**src/rtl/vga_bw_pkg.sv**
```systemverilog
// Shared constants and fetch FSM encoding for the white/black VGA pipeline
// (timing generator, pixel fetch, output core).
package vga_bw_pkg;

  localparam int H_ACTIVE        = 640;
  localparam int V_ACTIVE        = 480;
  localparam int WORD_W          = 16;
  localparam int WORDS_PER_FRAME = H_ACTIVE * V_ACTIVE / WORD_W;
  localparam int ADDR_W          = 15;

  typedef enum logic [1:0] {
    FETCH_IDLE  = 2'd0,
    FETCH_REQ   = 2'd1,
    FETCH_DRAIN = 2'd2
  } fetch_state_t;

endpackage

```
**src/rtl/vga_bw_word_fifo.sv**
```systemverilog
// Two-entry synchronous word FIFO with flush. Push and pop may happen in
// the same cycle; a push into a full FIFO is accepted only alongside a pop.
module vga_bw_word_fifo
  import vga_bw_pkg::*;
#(
  parameter int WIDTH = WORD_W
) (
  input  logic             clk,
  input  logic             reset_n,
  input  logic             flush,
  input  logic             push,
  input  logic [WIDTH-1:0] push_data,
  input  logic             pop,
  output logic [WIDTH-1:0] pop_data,
  output logic [1:0]       count
);

  logic [WIDTH-1:0] mem [2];
  logic             wr_ptr;
  logic             rd_ptr;
  logic             do_push;
  logic             do_pop;

  assign do_pop   = pop && (count != 2'd0);
  assign do_push  = push && ((count != 2'd2) || do_pop);
  assign pop_data = mem[rd_ptr];

  always_ff @(posedge clk) begin
    if (!reset_n || flush) begin
      wr_ptr <= 1'b0;
      rd_ptr <= 1'b0;
      count  <= 2'd0;
    end else begin
      if (do_push) wr_ptr <= ~wr_ptr;
      if (do_pop)  rd_ptr <= ~rd_ptr;
      count <= count + {1'b0, do_push} - {1'b0, do_pop};
    end
  end

  // Storage needs no reset: contents are only read while count is non-zero.
  always_ff @(posedge clk) begin
    if (do_push) mem[wr_ptr] <= push_data;
  end

endmodule

```
**src/rtl/vga_bw_pixel_fetch.sv**
```systemverilog
// 1 bpp framebuffer reader: prefetches words over req/ack into a 2-entry
// buffer and shifts them out MSB-first, one pixel per display-enabled cycle.
module vga_bw_pixel_fetch #(
  parameter int H_ACTIVE = vga_bw_pkg::H_ACTIVE,
  parameter int V_ACTIVE = vga_bw_pkg::V_ACTIVE,
  parameter int WORD_W   = vga_bw_pkg::WORD_W,
  parameter int ADDR_W   = vga_bw_pkg::ADDR_W
) (
  input  logic                     clk,
  input  logic                     reset_n,
  input  logic                     frame_start,
  input  logic                     de,
  output logic                     pixel,
  output logic                     mem_req,
  output logic [ADDR_W-1:0]        mem_addr,
  input  logic                     mem_ack,
  input  logic [WORD_W-1:0]        mem_rdata,
  output logic                     underflow,
  output vga_bw_pkg::fetch_state_t fetch_state
);
  import vga_bw_pkg::*;

  localparam int              WORDS    = H_ACTIVE * V_ACTIVE / WORD_W;
  localparam int              CNT_W    = $clog2(WORD_W);
  localparam logic [ADDR_W:0] WORDS_L  = (ADDR_W+1)'(WORDS);
  localparam logic [CNT_W-1:0] LAST_BIT = CNT_W'(WORD_W - 1);

  fetch_state_t      state;
  fetch_state_t      state_next;
  logic [ADDR_W:0]   fetched;
  logic              fifo_push;
  logic              fifo_pop;
  logic [WORD_W-1:0] fifo_rdata;
  logic [1:0]        fifo_count;
  logic              fifo_empty;
  logic [WORD_W-1:0] shreg;
  logic [CNT_W-1:0]  bit_cnt;

  assign fetch_state = state;
  assign fifo_empty  = (fifo_count == 2'd0);
  assign fifo_pop    = de && !frame_start && (bit_cnt == '0) && !fifo_empty;

  vga_bw_word_fifo #(.WIDTH(WORD_W)) u_fifo (
    .clk       (clk),
    .reset_n   (reset_n),
    .flush     (frame_start),
    .push      (fifo_push),
    .push_data (mem_rdata),
    .pop       (fifo_pop),
    .pop_data  (fifo_rdata),
    .count     (fifo_count)
  );

  always_comb begin
    state_next = state;
    fifo_push  = 1'b0;
    case (state)
      FETCH_IDLE: begin
        if ((fifo_count != 2'd2) && (fetched < WORDS_L)) state_next = FETCH_REQ;
      end
      FETCH_REQ: begin
        if (mem_ack) begin
          state_next = FETCH_IDLE;
          fifo_push  = 1'b1;
        end
      end
      FETCH_DRAIN: begin
        if (mem_ack) state_next = FETCH_IDLE;
      end
      default: state_next = FETCH_IDLE;
    endcase
    // A new frame restarts fetching; an unfinished handshake is completed
    // in DRAIN and its data thrown away.
    if (frame_start) begin
      fifo_push  = 1'b0;
      state_next = ((state != FETCH_IDLE) && !mem_ack) ? FETCH_DRAIN : FETCH_IDLE;
    end
  end

  always_ff @(posedge clk) begin
    if (!reset_n) begin
      state    <= FETCH_IDLE;
      mem_req  <= 1'b0;
      mem_addr <= '0;
      fetched  <= '0;
    end else begin
      state   <= state_next;
      mem_req <= (state_next != FETCH_IDLE);
      if ((state == FETCH_IDLE) && (state_next == FETCH_REQ)) mem_addr <= fetched[ADDR_W-1:0];
      if (frame_start)    fetched <= '0;
      else if (fifo_push) fetched <= fetched + (ADDR_W+1)'(1);
    end
  end

  // An empty buffer at a word boundary yields a black word so later words
  // stay aligned to their screen positions.
  always_ff @(posedge clk) begin
    if (!reset_n) begin
      pixel     <= 1'b0;
      shreg     <= '0;
      bit_cnt   <= '0;
      underflow <= 1'b0;
    end else if (frame_start) begin
      pixel     <= 1'b0;
      shreg     <= '0;
      bit_cnt   <= '0;
      underflow <= 1'b0;
    end else if (de) begin
      if (bit_cnt == '0) begin
        bit_cnt <= CNT_W'(1);
        if (!fifo_empty) begin
          pixel <= fifo_rdata[WORD_W-1];
          shreg <= {fifo_rdata[WORD_W-2:0], 1'b0};
        end else begin
          pixel     <= 1'b0;
          shreg     <= '0;
          underflow <= 1'b1;
        end
      end else begin
        pixel   <= shreg[WORD_W-1];
        shreg   <= {shreg[WORD_W-2:0], 1'b0};
        bit_cnt <= (bit_cnt == LAST_BIT) ? '0 : bit_cnt + CNT_W'(1);
      end
    end else begin
      pixel <= 1'b0;
    end
  end

endmodule

```
**config.mk**
```make
export PLATFORM = sky130hd
export DESIGN_NAME = vga_bw_pixel_fetch
export DESIGN_NICKNAME = d
export VERILOG_FILES = /design/src/rtl/vga_bw_pkg.sv /design/src/rtl/vga_bw_word_fifo.sv /design/src/rtl/vga_bw_pixel_fetch.sv
export SDC_FILE = /design/constraint.sdc
export NUM_CORES = 1
export LEC_CHECK = 0
export CAP_MARGIN = 20
export CORE_ASPECT_RATIO = 0.8
export CORE_UTILIZATION = 42
export CTS_CLUSTER_DIAMETER = 30
export DETAILED_ROUTE_END_ITERATION = 8
export DONT_BUFFER_PORTS = 1
export PLACE_DENSITY = 0.53
export SETUP_SLACK_MARGIN = 0.5
export SYNTH_ARGS = -nofsm -noshare
export SYNTH_HDL_FRONTEND = slang
export SYNTH_HIERARCHICAL = 1
export SYNTH_SLANG_ARGS = --single-unit
```
**constraint.sdc**
```tcl
create_clock -name clk -period 4.5 [get_ports clk]
set_input_delay 0.45 -clock clk [delete_from_list [all_inputs] [get_ports clk]]
set_output_delay 0.45 -clock clk [all_outputs]
set_load 0.02 [all_outputs]
```
Yosys cells after proc, flatten, opt, wreduce, memory -nomap -nowiden
Memory sizes are Yosys's and may differ from the RTL's. A register that Yosys moved wholly into a read port is not among the register bits.
Cells that the tools add are included.

word-level totals
  RAM bits = 32
  input port bits = 21
  flip-flop bits (word level) = 60
  memories = 1

memories
  name        words  width  read ports  clocked after Yosys merged registers in  write ports  line                    RTL
  u_fifo.mem  2      16     1           1                                        1            vga_bw_word_fifo.sv:18  logic [WIDTH-1:0] mem [2];

operators by class
  bitwise operators = 4
  reductions and logical operators = 24
  add/sub/neg operators = 4
  magnitude comparators = 1
  equal/unequal tests = 5
  mux-type cells = 18

operators with widths
  operator                 count
  $mux W16                 2
  $add A16 B1 Y16 const B  1
  $lt A16 B15 Y1 const B   1
  $mux W1                  9
  $logic_and A1 B1 Y1      8
  $mux W2                  4
  $mux W4                  2
  $reduce_bool A2 Y1       3
  $add A4 B1 Y4 const B    1
  $eq A2 B1 Y1 const B     2
  $eq A4 B4 Y1 const B     1
  $logic_not A1 Y1         4
  $logic_not A2 Y1         2
  $logic_not A4 Y1         1
  $not A1 Y1               4
  $pmux W2 S2              1
  $reduce_or A2 Y1         2
  $reduce_and A3 Y1        1
  $reduce_or A3 Y1         1
  $add A2 B1 Y2            1
  $eq A2 B2 Y1 const B     1
  $logic_or A1 B1 Y1       2
  $ne A2 B2 Y1 const B     1
  $sub A2 B1 Y2            1

Longest topological paths before layout
  depth after elaboration = 9
  gate-level depth with buffers = 13
  gate-level depth less buffers = 12

By module
The synthesis kept the hierarchy.

modules (own cells, without submodules)
  module              times used  area each (sq um)  cells each
  vga_bw_pixel_fetch  1           2379.8             263
  vga_bw_word_fifo    1           1442.6             76

Least setup slack after synthesis
No wires, ideal clock.

  path type = input port to flip-flop
  from = input de
  to = memory u_fifo/mem[0][0] (netlist bit) (enable)
  library setup time = 0.388 ns
  stages on the path = 6
  required time = 4.112 ns
  path slack = 1.725 ns
  data arrival time = 2.386 ns
  path buffers = 1
  path through = inv_2 > nor4_2 > buf_2 > nor2b_1 > o31ai_4 > nor2_1

on the way
  word-level cells in the longest chain between the ends = 8

ends and longest elaborated chain
  item                               line                      RTL
  start: declaration                 vga_bw_pixel_fetch.sv:12  input logic de,
  $logic_and A1 B1 Y1 (3 in series)  vga_bw_pixel_fetch.sv:41  assign fifo_pop = de && !frame_start && (bit_cnt == '0) && !fifo_empty;
  named net fifo_pop                 vga_bw_pixel_fetch.sv:32  logic fifo_pop;
  $logic_and A1 B1 Y1                vga_bw_word_fifo.sv:24    assign do_pop = pop && (count != 2'd0);
  $logic_or A1 B1 Y1                 vga_bw_word_fifo.sv:25    assign do_push = push && ((count != 2'd2) || do_pop);
  $logic_and A1 B1 Y1                vga_bw_word_fifo.sv:25
  $mux W1                            vga_bw_word_fifo.sv:42    if (do_push) mem[wr_ptr] <= push_data;
  $mux W1 (implied by the code)      vga_bw_word_fifo.sv:42
  end: declaration                   vga_bw_word_fifo.sv:18

The timed path passes the listed nets, and every way through them passes these cells.

Final worst setup path
  from = register state[0], in the netlist fetch_state[0]
  to = register mem_addr[6]

on the way
  word-level cells in the longest chain between the ends = 6
  elaborated cells between the ends (all ways) = 13
  those cells by class = eq/ne: 3; mux: 5; reduce/logical: 5

ends and longest elaborated chain
  item                                                                             line                                                RTL
  start: declaration                                                               vga_bw_pixel_fetch.sv:28                            fetch_state_t state;
  start signal: assignment                                                         vga_bw_pixel_fetch.sv:87                            state <= state_next;
  $eq A2 B2 Y1 (tied with other cells)                                             vga_bw_pixel_fetch.sv:57                            case (state)
  $reduce_or A2 Y1 (no source line) / $logic_and A1 B1 Y1 (equally long branches)  --
  $pmux W2 S2 / $mux W2 (equally long branches)                                    vga_bw_pixel_fetch.sv:57, vga_bw_pixel_fetch.sv:76
  $mux W2                                                                          vga_bw_pixel_fetch.sv:74                            if (frame_start) begin
  $eq A2 B1 Y1                                                                     vga_bw_pixel_fetch.sv:89                            if ((state == FETCH_IDLE) && (state_next == FETCH_REQ)) mem_addr <= fetched[ADDR_W-1:0];
  $logic_and A1 B1 Y1 (*)                                                          vga_bw_pixel_fetch.sv:89
  end signal: assignment                                                           vga_bw_pixel_fetch.sv:89
  end: declaration                                                                 vga_bw_pixel_fetch.sv:15                            output logic [ADDR_W-1:0] mem_addr,

Mark *: on every way between the ends. The rest lies on a longest branch, timed or not.
A chain may end at the register's enable or synchronous reset.

==> run metrics <==
outcome finished clean; post-synth top area cell dfxtp_1; crit-path max cell delay 0.86 ns; die area 0.00949 mm²; CP cell instances inv_1, ha_1, nor2b_2, o21a_1, and2_1, a211oi_4, mux2i_1; Final min period around 2.6 ns; CTS max path bufs 2; largest net degree at the start of global routing 38; Tightest Pin Transition approximately 1.0 ns; vias per cell 5.27; worst vdd ir 0.299 mV; metal1 wirelength 3480 µm; unrepaired setup endpoints after global routing false; crit end category flop; Worst-Skew Late Latency 0.34 ns; Worst Path Max Fanout 15; 1st-iter DRT viols 160; Power, Total 1.66 mW; drt drc 0; clock transition at the registers of the reported paths approximately 0.07 ns; top cell type's share of synthesized area 0.314; most numerous cell in the Yosys netlist dfxtp_1; synth warn 6; asr flop ratio synth 0; dominant synthesized flop cell dfxtp_1; max-cap viol count 0; TritonCTS buffer count 9; Worst Hold Class in -> reg; Initial Utilization 0.441; drt total wl roughly 7000 µm; fin worst setup slack between 1.5 and 2 ns; mapped cell area around 0.0038 mm²; DP Worst Slack 1.90 ns; Setup-failing EPs final 0; Die X around 110 µm; initial antenna violation count 0; H-tree depth 3; CTS sink count 92; post-cts resize count 0; first-pass GRT wire length 11,400 µm; number of post-CTS setup repair buffers 0; ratio of cells with drive above 1 in the final layout 0.125; Fin Clk Skew 0.00659 ns; Crit path buffers/inverters 1; Root Buffer Master clkbuf_16; synthesized instance count 339; Req. time, crit path 4.77 ns; die height just under 90 µm; Crit path arrival time approximately 2.9 ns; ant diodes 0; Tcrit/Tclk final 0.583; syn nets 368; fin area 0.00421 mm²; ranking of synthesized cells by area dfxtp_1 (31%), edfxtp_1 (25%), mux2i_1 (4.5%), nor2_1 (4.3%), mux2_4 (3.9%); Slew Limit Fails 0; Synth top cells by count dfxtp_1 (60), nor2_1 (44), nand2_1 (40); Post-synth EDFFs 32; LEAKAGE 1.44 nW; WL per Instance 15.2 µm; CP startpoint kind flop; hold_buf cts 0; slowest cell on the critical path a211oi_4; Highest Signal Layer met4; drt pass-1 iters 5; Detail Route Antenna Nets 0; area grow syn2layout 10.0%; fmax 0.381 GHz; gr usage total 0.161; Placement Cell Area 0.00392 mm²; HPWL after DPL 4560 µm; Crit Path Class reg -> reg; sequential area share after synthesis 0.566; setup tns final 0 ns; Port Buffer Count 0; FP Rows 30; Final #Nets approximately 370; global route total overflow 0; vias 2,402; fin util 0.485; synth unique cells 49; CTS tree done; met3 routed WL 429 µm; Final Hold Viols 0; fill cell count 790; core area between 0.008 and 0.009 mm²; post-synthesis average cell area 11.3 µm²; Pwr per Cell Area a little under 400 mW/mm²; Synth Register Bits 92; routability cong. 0.726; Largest delay share family, worst path compound AO/OA/AOI/OAI gates; Top Ports 41; vias in the first global route between 2,000 and 2,500; met2 wire len ~2900 µm; max_slew headroom 0.323
-- stage by stage --
| step | cells | hold WS (ns) |
|---|---|---|
| finish | 456 | 0.204 |
| global route | 456 | 0.185 |
| CTS | 456 | 0.191 |
| detailed placement | 440 | 0.486 |
| global placement | 440 | 0.476 |
| floorplan | 339 | 0.459 |
-- state kept, by name (all words and copies together), names as in the netlist, named ones only --
register / flops
fetched: 16
u_fifo/mem: 32
u_fifo/rd_ptr: 1
mem_req: 1
underflow: 1
mem_addr: 15
fetch_state: 2
bit_cnt: 4
u_fifo/count: 2
shreg: 15
pixel: 1
u_fifo/wr_ptr: 1
-- worst paths after layout --
kind | from | endpoint | slack, ns | cells past startpoint
hold reg to reg | fetched[7]$_SDFFE_PP0P_ | mem_addr[7]$_SDFFE_PN0P_ | 0.48 | 2
hold / removal | mem_rdata[15] | u_fifo/mem[1][15]$_DFFE_PP_ | 0.20 | 0
setup / recovery | fetch_state[0]$_SDFF_PN0_ | mem_addr[6]$_SDFFE_PN0P_ | 1.88 | 7
setup reg to reg | fetch_state[0]$_SDFF_PN0_ | mem_addr[6]$_SDFFE_PN0P_ | 1.88 | 7
-- routing by layer --
layer | vias to the layer above | global-route usage
met5 | - | 0
met4 | 0 | 0.0590
met3 | 8 | 0.0539
met2 | 56 | 0.222
met1 | 1131 | 0.232
li1 | 1207 | -
-- report_power, final --
part	internal (mW)	leakage, nW	total, mW	switching (mW)
logic	0.0219	0.529	0.0554	0.0335
clock network	0.427	0.142	0.735	0.308
registers	0.866	0.773	0.873	0.00673
total	1.32	1.44	1.66	0.348
-- layout by cell type, fill, tap and decap left out, types with 3 or more instances in the layout --
cell type and n:
and2_1 3, nand2b_1 4, inv_1 9, mux2_4 10
nor2_1 44, ha_1 8, o21ai_0 6, or3_1 4
dfxtp_1 60, a22oi_1 3, nor3_1 3, nor2b_1 6
xnor2_1 8, clkbuf_16 9, clkinv_2 3, buf_4 4
xor2_1 6, inv_2 3, mux2_1 6, a21oi_1 9
mux2i_1 17, nand2_1 40, edfxtp_1 32, a222oi_1 14
nand3_1 6
-- cell type report --
type	count	area (µm²)	share of cell area
sequential	92	2160	0.514
timing repair buffer	4	30.0	0.00714
tap	112	140	0.0333
clock inverter	7	66.3	0.0158
inverter	12	45.0	0.0107
clock buffer	9	225	0.0535
multi-input combinational	220	1540	0.366
-- cell families (layout without fill, tap and decap cells) --
kind of cell	Yosys count	count (layout)	share of synthesized area
compound gates	43	43	0.0930
fa+ha+maj	8	8	0.0262
xor+xnor	14	14	0.0321
flops	92	92	0.566
buf+inv	27	32	0.0321
simple gates	122	122	0.150
mux	33	33	0.101
Power figures use the tool's default switching activity.
